--- src/rtl/spi_master_tx.sv ---
// SPI mode-0 master: shifts one FRAME_BITS word out on MOSI, MSB first, with a start/busy/done handshake.
// Optional MISO capture path is built only when SPI_MASTER_RX_EN is defined; otherwise rx_data reads 0.
module spi_master_tx #(
    parameter int unsigned CLK_DIV    = 25,
    parameter int unsigned FRAME_BITS = 10
) (
    input  logic                  clk,
    input  logic                  rst,
    input  logic                  start,
    input  logic [FRAME_BITS-1:0] tx_data,
    output logic                  busy,
    output logic                  done,
    output logic [FRAME_BITS-1:0] rx_data,
    output logic                  SS,
    output logic                  SCLK,
    output logic                  MOSI,
    input  logic                  MISO
);

    typedef enum logic [2:0] {
        ST_IDLE,
        ST_LEAD,
        ST_HIGH,
        ST_LOW,
        ST_TRAIL,
        ST_GAP
    } state_e;

    localparam int unsigned PW = (CLK_DIV > 1) ? $clog2(CLK_DIV) : 1;
    localparam int unsigned BW = $clog2(FRAME_BITS);
    localparam logic [PW-1:0] PH_LAST  = PW'(CLK_DIV - 1);
    localparam logic [BW-1:0] BIT_LAST = BW'(FRAME_BITS - 1);

    state_e                state_q, state_d;
    logic [PW-1:0]         phase_q, phase_d;
    logic [BW-1:0]         bit_q, bit_d;
    logic [FRAME_BITS-1:0] tx_sr_q, tx_sr_d;
    logic                  busy_q, busy_d;
    logic                  done_q, done_d;
    logic                  ss_q, ss_d;
    logic                  sclk_q, sclk_d;
    logic                  phase_end;
    logic                  rx_shift;
    logic                  rx_load;

    assign phase_end = (phase_q == PH_LAST);

    always_comb begin
        state_d  = state_q;
        phase_d  = phase_q;
        bit_d    = bit_q;
        tx_sr_d  = tx_sr_q;
        busy_d   = busy_q;
        done_d   = 1'b0;
        ss_d     = ss_q;
        sclk_d   = sclk_q;
        rx_shift = 1'b0;
        rx_load  = 1'b0;

        if (state_q == ST_IDLE) begin
            phase_d = '0;
        end else begin
            phase_d = phase_end ? '0 : phase_q + 1'b1;
        end

        case (state_q)
            ST_IDLE: begin
                if (start) begin
                    tx_sr_d = tx_data;
                    ss_d    = 1'b0;
                    busy_d  = 1'b1;
                    bit_d   = '0;
                    state_d = ST_LEAD;
                end
            end
            ST_LEAD, ST_LOW: begin
                if (phase_end) begin
                    sclk_d   = 1'b1;
                    rx_shift = 1'b1;
                    state_d  = ST_HIGH;
                end
            end
            ST_HIGH: begin
                if (phase_end) begin
                    sclk_d = 1'b0;
                    if (bit_q == BIT_LAST) begin
                        state_d = ST_TRAIL;
                    end else begin
                        // MOSI is the shift register MSB, so shifting presents the next bit
                        tx_sr_d = {tx_sr_q[FRAME_BITS-2:0], 1'b0};
                        bit_d   = bit_q + 1'b1;
                        state_d = ST_LOW;
                    end
                end
            end
            ST_TRAIL: begin
                if (phase_end) begin
                    ss_d    = 1'b1;
                    tx_sr_d = '0;
                    state_d = ST_GAP;
                end
            end
            ST_GAP: begin
                if (phase_end) begin
                    done_d  = 1'b1;
                    busy_d  = 1'b0;
                    rx_load = 1'b1;
                    state_d = ST_IDLE;
                end
            end
            default: state_d = ST_IDLE;
        endcase
    end

    always_ff @(posedge clk) begin
        if (rst) begin
            state_q <= ST_IDLE;
            phase_q <= '0;
            bit_q   <= '0;
            tx_sr_q <= '0;
            busy_q  <= 1'b0;
            done_q  <= 1'b0;
            ss_q    <= 1'b1;
            sclk_q  <= 1'b0;
        end else begin
            state_q <= state_d;
            phase_q <= phase_d;
            bit_q   <= bit_d;
            tx_sr_q <= tx_sr_d;
            busy_q  <= busy_d;
            done_q  <= done_d;
            ss_q    <= ss_d;
            sclk_q  <= sclk_d;
        end
    end

    assign busy = busy_q;
    assign done = done_q;
    assign SS   = ss_q;
    assign SCLK = sclk_q;
    assign MOSI = tx_sr_q[FRAME_BITS-1];

`ifdef SPI_MASTER_RX_EN
    logic [FRAME_BITS-1:0] rx_sr_q, rx_sr_d;
    logic [FRAME_BITS-1:0] rx_data_q, rx_data_d;

    always_comb begin
        rx_sr_d   = rx_shift ? {rx_sr_q[FRAME_BITS-2:0], MISO} : rx_sr_q;
        rx_data_d = rx_load ? rx_sr_q : rx_data_q;
    end

    always_ff @(posedge clk) begin
        if (rst) begin
            rx_sr_q   <= '0;
            rx_data_q <= '0;
        end else begin
            rx_sr_q   <= rx_sr_d;
            rx_data_q <= rx_data_d;
        end
    end

    assign rx_data = rx_data_q;
`else
    logic unused_rx;
    assign unused_rx = ^{MISO, rx_shift, rx_load};
    assign rx_data   = '0;
`endif

endmodule
--- config.mk ---
export PLATFORM = sky130hd
export DESIGN_NAME = spi_master_tx
export DESIGN_NICKNAME = d
export VERILOG_FILES = /design/src/rtl/spi_master_tx.sv
export SDC_FILE = /design/constraint.sdc
export NUM_CORES = 1
export LEC_CHECK = 0
export CAP_MARGIN = 20
export CORE_MARGIN = 4
export CORE_UTILIZATION = 51
export DETAILED_ROUTE_END_ITERATION = 7
export PLACE_DENSITY = 0.76
export SYNTH_ARGS = -nofsm -noshare
export SYNTH_HDL_FRONTEND = slang
export SYNTH_SLANG_ARGS = --single-unit
--- constraint.sdc ---
create_clock -name clk -period 2.17 [get_ports clk]
set_input_delay 0.3255 -clock clk [delete_from_list [all_inputs] [get_ports clk]]
set_output_delay 0.3255 -clock clk [all_outputs]
set_load 0.01 [all_outputs]
Word-level counts from Yosys, hierarchy flattened
Cells that the tools add are included.
Operators by class
  bitwise logic cells: 1
  reductions and logical operators: 15
  add/sub/neg operators: 2
  divide/modulo/power cells: 0
  shifts and indexed selects: 0
  multiplexer cells: 24
  eq/ne operators: 13
  multiply operators: 0
  magnitude comparators: 0
Operators by type and width (number)
  two-way mux 10 bit: 4
  one-hot mux 10 bit (3 select lines): 1
  two-way mux 3 bit: 6
  one-hot mux 3 bit (5 select lines): 1
  two-way mux 4 bit: 3
  inequality test 2 bit, second input constant: 6
  AND reduction 5 bit: 2
  AND reduction 3 bit: 3
  one-hot mux 4 bit (2 select lines): 1
  nonzero test 2 bit: 4
  == test 3 x 2 -> 1 bit, second input constant: 2
  == test 3 bit, second input constant: 2
  one-hot mux 1 bit (2 select lines): 3
  adder 5 x 1 -> 5 bit, second input constant: 1
  == test 5 bit, second input constant: 1
  two-way mux 1 bit: 5
  adder 4 x 1 -> 4 bit, second input constant: 1
  == test 4 bit, second input constant: 1
  AND reduction 4 bit: 1
  OR reduction 2 bit: 2
  == test 3 x 1 -> 1 bit, second input constant: 1
  logical NOT 3 bit: 1
  nonzero test 3 bit: 1
  OR reduction 3 bit: 1
  NOT 1 bit: 1
Storage, ports and cells
  logic and storage cells: 63
  output and inout bits: 15
  RAM bits: 0
  bits of input ports: 14
  memories: 0
  bits in read-only memories: 0
  bits in registers: 26
  bits in latches: 0

Logic depth before layout (Yosys ltp)
Gate-level depths: netlist of the first run.
  word-level depth: 4
  depth in mapped cells: 9
  mapped depth without buffers: 6

Worst setup path after synthesis of the first run
No wires, ideal clock.
  path type: register to register
  from: reg phase_q[0]
  to: reg tx_sr_q[2]
  library setup time: 88 ps
  cell stages (with the launch flop): 10
  slack: 375 ps
  path buffers: 3
  required time: 2082 ps
  data arrival time: 1706 ps
  clock period less this slack: 1795 ps
  cells stage by stage: dfxtp_1 -> inv_1 -> ha_1 -> and4b_4 -> buf_6 -> and3_4 -> buf_6 -> or2_1 -> buf_6 -> a311oi_2
On the way
  longest elaborated chain between the ends: 3
  elaborated cells on any way between the ends: 4
  those cells by class: 3 x eq/ne; 1 x reduce/logical
RTL lines
  start: declaration: RTL line 35  | logic [PW-1:0] phase_q, phase_d;
  start signal: assignment: RTL line 127  | phase_q <= phase_d;
  == test 5 bit *: RTL line 46  | assign phase_end = (phase_q == PH_LAST);
  inequality test 2 bit (no line)
  AND reduction 5 bit (no line) *
  end signal: assignment: RTL line 129  | tx_sr_q <= tx_sr_d;
  end: declaration: RTL line 37  | logic [FRAME_BITS-1:0] tx_sr_q, tx_sr_d;
Mark *: on every way between the ends. The rest lies on a longest branch, timed or not.
A chain may end at the register's enable or synchronous reset.

Worst setup path in the final report of the first run
  from: reg phase_q[0]
  to: reg tx_sr_q[8]
Same word-level chain as after synthesis.

==> results_dict.tcl, run 1 <==
set metrics [dict create \
    setup_viol 0 \
    antenna_found_initial 0 \
    drt-vias-per-instance 6.023 \
    synth_common_cells "26 x dfxtp_1, 14 x nor2_1, 11 x nand2b_1" \
    dp_hpwl_mm 2.399 \
    ir_worst_vdd_uv 492.8 \
    async_flop_share 0 \
    ant_nets 0 \
    synth_area_leaders "dfxtp_1 35%, a311oi_2 8.0%, a32oi_1 5.2%" \
    cp-start-kind "flop" \
    cts_sinks 26 \
    finalHoldViolCount 0 \
    clock-root-buffer "clkbuf_4" \
    initial_utilization 0.5403 \
    grt_pass1_vias 1243 \
    p_leak_nw 0.5926 \
    synth.distinct_cells 46 \
    drt-wirelength-per-cell_um 15.06 \
    slew_headroom 0.6023 \
    final_area_um2 1700 \
    nNetsFinal 205 \
    drive_gt1_frac 0.1405 \
    ys_ff_latch 26 \
    grt_pass1_wl_mm 5.375 \
    io_buffers 17 \
    drv_slew 0 \
    die_w_um 62.28 \
    crit_path_max_fanout 7 \
    die_h_um 62.28 \
    finalNonFillerCells 216 \
    yosys_warnings 0 \
    max_freq_mhz 537.5 \
    cts.clk_slew.worst_paths_ns 0.13 \
    synth.top_cell.area_share 0.3464 \
    grt_max_degree 15 \
    ys_seq_area_frac 0.3464 \
    grt_usage 0.1647 \
    die-area_um2 3879 \
    worst-setup-path-type "flop to flop" \
    power_density_nw_per_um2 509.4 \
    synth_ff_type "dfxtp_1" \
    cp.required_ns 2.42 \
    drc_errors 0 \
    firstDrtPassIters 4 \
    rsz0062_at_grt "false" \
    core.rowCount 19 \
    syn_inst 167 \
    routed-via-count 1301 \
    cts_setup_buffers 0 \
    worst_slack_ns 0.3096 \
    cp_data_arrival_time_ns 2.11 \
    h-tree-depth 1 \
    synth_area_um2 1503 \
    grt-ovfl-total 0 \
    avgSynthCellArea_um2 8.998 \
    wirelength_mm 3.252 \
    antenna_cells 0 \
    post-route-period-util 0.8573 \
    fin_tns_setup_ns 0 \
    reg2reg_depth 7 \
    hp-class "flop to flop" \
    pin_count 29 \
    gp_congestion 0.8148 \
    regArea_um2 520.5 \
    drt_iter0_drc 55 \
    status "finished clean" \
    drv_cap 0 \
    cts_resized 0 \
    synth_edf_count 0 \
    nFillCells 260 \
    syn_to_final_growth_pct 13.16 \
    synth_most_common_cell "dfxtp_1" \
    synth_largest_area_cell "dfxtp_1" \
    period_needed_ns 1.860 \
    cp-end-kind "flop" \
    clkLatencyLatePin_ns 0.32 \
    ctsHoldBuffers 0 \
    pre_cts_slack_ns 0.08367 \
    tritoncts.num_buffers 3 \
    finClkSkew_ns 0.007238 \
    cts_tree "done" \
    hold_path_depth 2 \
    placed_area_um2 1678 \
    tightest_slew_ns 0.5944 \
    core_area_um2 2781 \
    multi_input_area_um2 854.6 \
    placed_cells 213 \
    clockBufferDepth 2 \
]
critical path, cell delays in order (launching register included):
cell and delay [ns]:
dfxtp_1 0.36, inv_1 0.07, ha_1 0.18, nand4b_1 0.32, o21ai_2 0.38, buf_4 0.20
nor3_1 0.06, a311oi_2 0.23
state kept, by name, indices dropped and copies added (netlist names):
signal / cells
tx_sr_q: 10
phase_q: 5
bit_q: 4
state_q: 3
SCLK: 1
SS: 1
busy: 1
done: 1
stage by stage:
stage                     total power, mW    util  hold WS, ns
final                              0.8661  0.6113       0.4991
after global routing               0.9071  0.6113       0.5256
after CTS                          0.8713  0.6113       0.4955
after detailed placement           0.6741  0.6032       0.4773
after global placement             0.6667  0.6032       0.4467
after floorplan                    0.6305       -       0.4086
metal layers:
layer	global-route usage	vias up	wire, µm
li1	-	636	-
met1	0.1973	631	1425
met2	0.2837	30	1648
met3	0.04685	4	151
met4	0.04775	0	27
met5	0	-	0
placed cells by master, fill, tap and decap left out, types with 3 or more instances in the layout:
master	count
o21ai_0	3
conb_1	10
clkbuf_4	3
dfxtp_1	26
nand3_1	6
nand2_1	4
nor2_1	14
o22ai_1	3
nor3_1	10
inv_1	7
clkdlybuf4s50_1	17
a21oi_1	5
nand2b_1	11
a32oi_1	9
ha_1	4
a311oi_2	8
buf_4	9
area by class of cell:
cell class,instances,share of cell area
multi-input combinational,123,0.5026
tap,31,0.02281
inverter,7,0.01545
clock buffer,3,0.01325
timing repair buffer,26,0.1398
sequential,26,0.3061
worst paths after layout:
path | from | to | slack (ns)
max | phase_q[0] | tx_sr_q[8] | 0.31
min | busy | busy | 0.50
max reg2reg | phase_q[0] | tx_sr_q[8] | 0.31
min reg2reg | busy | busy | 0.50
power breakdown:
part           leakage (nW)  internal (mW)  switching (mW)
Clock                0.0138         0.0652           0.137
Combinational         0.366         0.0742          0.0727
Sequential            0.213          0.499          0.0178
cells by family after synthesis:
group,share of synthesized area
and+or+nand+nor,0.2265
AOI/OAI and AO/OA,0.2523
buffers and inverters,0.1074
DFF,0.3464
adders and majority gates,0.03331
xor gates and xnor gates,0.01749
muxes,0.01415
other,0.002496
No activity file was read; power rests on OpenSTA's default activity.
==> run 2, diff against run 1 <==
--- a/config.mk
+++ b/config.mk
@@ -10,6 +10,7 @@
 export CORE_UTILIZATION = 51
 export DETAILED_ROUTE_END_ITERATION = 7
 export PLACE_DENSITY = 0.76
+export SLEW_MARGIN = 30
 export SYNTH_ARGS = -nofsm -noshare
 export SYNTH_HDL_FRONTEND = slang
 export SYNTH_SLANG_ARGS = --single-unit
==> results of run 2 <==
The final DEF is identical to that of run 1; final timing and power are the same.
==> run 3, diff against run 2 <==
--- a/config.mk
+++ b/config.mk
@@ -9,7 +9,9 @@
 export CORE_MARGIN = 4
 export CORE_UTILIZATION = 51
 export DETAILED_ROUTE_END_ITERATION = 7
+export GPL_ROUTABILITY_DRIVEN = 0
 export PLACE_DENSITY = 0.76
+export RECOVER_POWER = 100
 export SLEW_MARGIN = 30
 export SYNTH_ARGS = -nofsm -noshare
 export SYNTH_HDL_FRONTEND = slang
==> run 3 against run 2 <==
Effect of this change:
- combinational power decreased by 9.5%
- sequential share of layout area increased by 1.0 points
- clock skew grew 0.00070 ns
- routed wire length is 0.15% lower
- flip-flop and latch count unchanged
- critical path depth unchanged
- critical endpoint unchanged
==> results_dict.tcl, run 3 (same netlist as run 1, synthesis figures left out) <==
set metrics [dict create \
    status "finished clean" \
    io_buffers 17 \
    multi_input_area_um2 807.0 \
    hold_path_depth 2 \
    nFillCells 276 \
    drc_errors 0 \
    grt-ovfl-total 0 \
    routed-via-count 1284 \
    reg.largest.list "tx_sr_q (10), phase_q (5), bit_q (4)" \
    tritoncts.num_buffers 3 \
    tightest_slew_ns 0.5743 \
    largest_reg_flops 10 \
    ant_nets 0 \
    h-tree-depth 1 \
    rsz0062_at_grt "false" \
    grt_usage 0.1647 \
    power_density_nw_per_um2 518.5 \
    initial_utilization 0.5403 \
    firstDrtPassIters 4 \
    hp-class "flop to flop" \
    post-route-period-util 0.8981 \
    final_common_cell "dfxtp_1" \
    antenna_found_initial 0 \
    reg2reg_depth 7 \
    gr-usage-met3 0.04685 \
    grt-busiest-layer "met2" \
    drt_iter0_drc 50 \
    worst_slack_ns 0.2212 \
    grt_util_met2 0.2837 \
    core.rowCount 19 \
    cts.clk_slew.worst_paths_ns 0.13 \
    top_register "tx_sr_q" \
    drive_gt1_frac 0.08649 \
    antenna_cells 0 \
    cts_tree "done" \
    core_area_um2 2781 \
    crit_path_max_fanout 10 \
    slew_headroom 0.6157 \
    placed_cells 213 \
    ctsHoldBuffers 0 \
    wirelength_mm 3.247 \
    grt_pass1_vias 1243 \
    drt-vias-per-instance 5.944 \
    setup_viol 0 \
    cts_resized 0 \
    ir_worst_vdd_uv 501.6 \
    clkLatencyLatePin_ns 0.32 \
    max_freq_mhz 513.1 \
    pre_cts_slack_ns 0.08367 \
    worst-setup-path-type "flop to flop" \
    die_w_um 62.28 \
    finalNonFillerCells 216 \
    drv_slew 0 \
    fin_tns_setup_ns 0 \
    cts_setup_buffers 0 \
    drt-wirelength-per-cell_um 15.03 \
    nNetsFinal 205 \
    drv_cap 0 \
    cp-end-kind "flop" \
    cp-start-kind "flop" \
    finClkSkew_ns 0.007940 \
    clockBufferDepth 2 \
    syn_to_final_growth_pct 9.492 \
    regArea_um2 520.5 \
    die_h_um 62.28 \
    period_needed_ns 1.949 \
    dp_hpwl_mm 2.399 \
    cts_sinks 26 \
    grt_pass1_wl_mm 5.375 \
    clock-root-buffer "clkbuf_4" \
    die-area_um2 3879 \
    grt_max_degree 15 \
    cp_data_arrival_time_ns 2.19 \
    p_leak_nw 0.5908 \
    cp.required_ns 2.41 \
    pin_count 29 \
    finalHoldViolCount 0 \
    met1_usage 0.1973 \
    final_cell_mix "26 x dfxtp_1, 14 x nor2_1, 12 x clkdlybuf4s50_1" \
]
-- run 3: worst max-delay path: stages (launching register included) --
cell	delay, ns
dfxtp_1	0.40
inv_1	0.06
ha_1	0.21
and4b_1	0.32
and3_4	0.24
or2_1	0.23
buf_4	0.17
a311oi_1	0.23
-- run 3: final timing paths --
check	from	to	slack [ns]
setup / recovery	phase_q[0]	tx_sr_q[8]	0.22
hold / removal	busy	busy	0.50
setup reg to reg	phase_q[0]	tx_sr_q[8]	0.22
hold reg to reg	busy	busy	0.50
-- run 3: area by class of cell --
class	count	area share
timing repair buffer	26	0.1399
clock buffer	3	0.01369
inverter	7	0.01597
multi-input combinational	123	0.4905
tap	31	0.02357
sequential	26	0.3163
-- run 3: per-layer routing --
layer / part of all wire / up-vias
li1: - / 642
met1: 0.44 / 612
met2: 0.51 / 26
met3: 0.045 / 4
met4: 0.0083 / 0
met5: 0 / -
-- run 3: power by group --
group	internal (mW)	switching, mW	leakage (nW)	total, mW
logic	0.0673	0.0659	0.364	0.133
clock network	0.0652	0.138	0.0138	0.203
registers	0.499	0.0174	0.213	0.517
total	0.632	0.221	0.591	0.853
-- run 3: metrics by stage --
| step | power, mW | area (µm²) | util | hold WS (ns) |
|---|---|---|---|---|
| finish | 0.8531 | 1645 | 0.5915 | 0.4961 |
| global route | 0.8933 | 1645 | 0.5915 | 0.5228 |
| CTS | 0.8713 | 1700 | 0.6113 | 0.4955 |
| detailed placement | 0.6741 | 1678 | 0.6032 | 0.4773 |
| global placement | 0.6667 | 1678 | 0.6032 | 0.4467 |
| floorplan | 0.6305 | 1536 | - | 0.4086 |
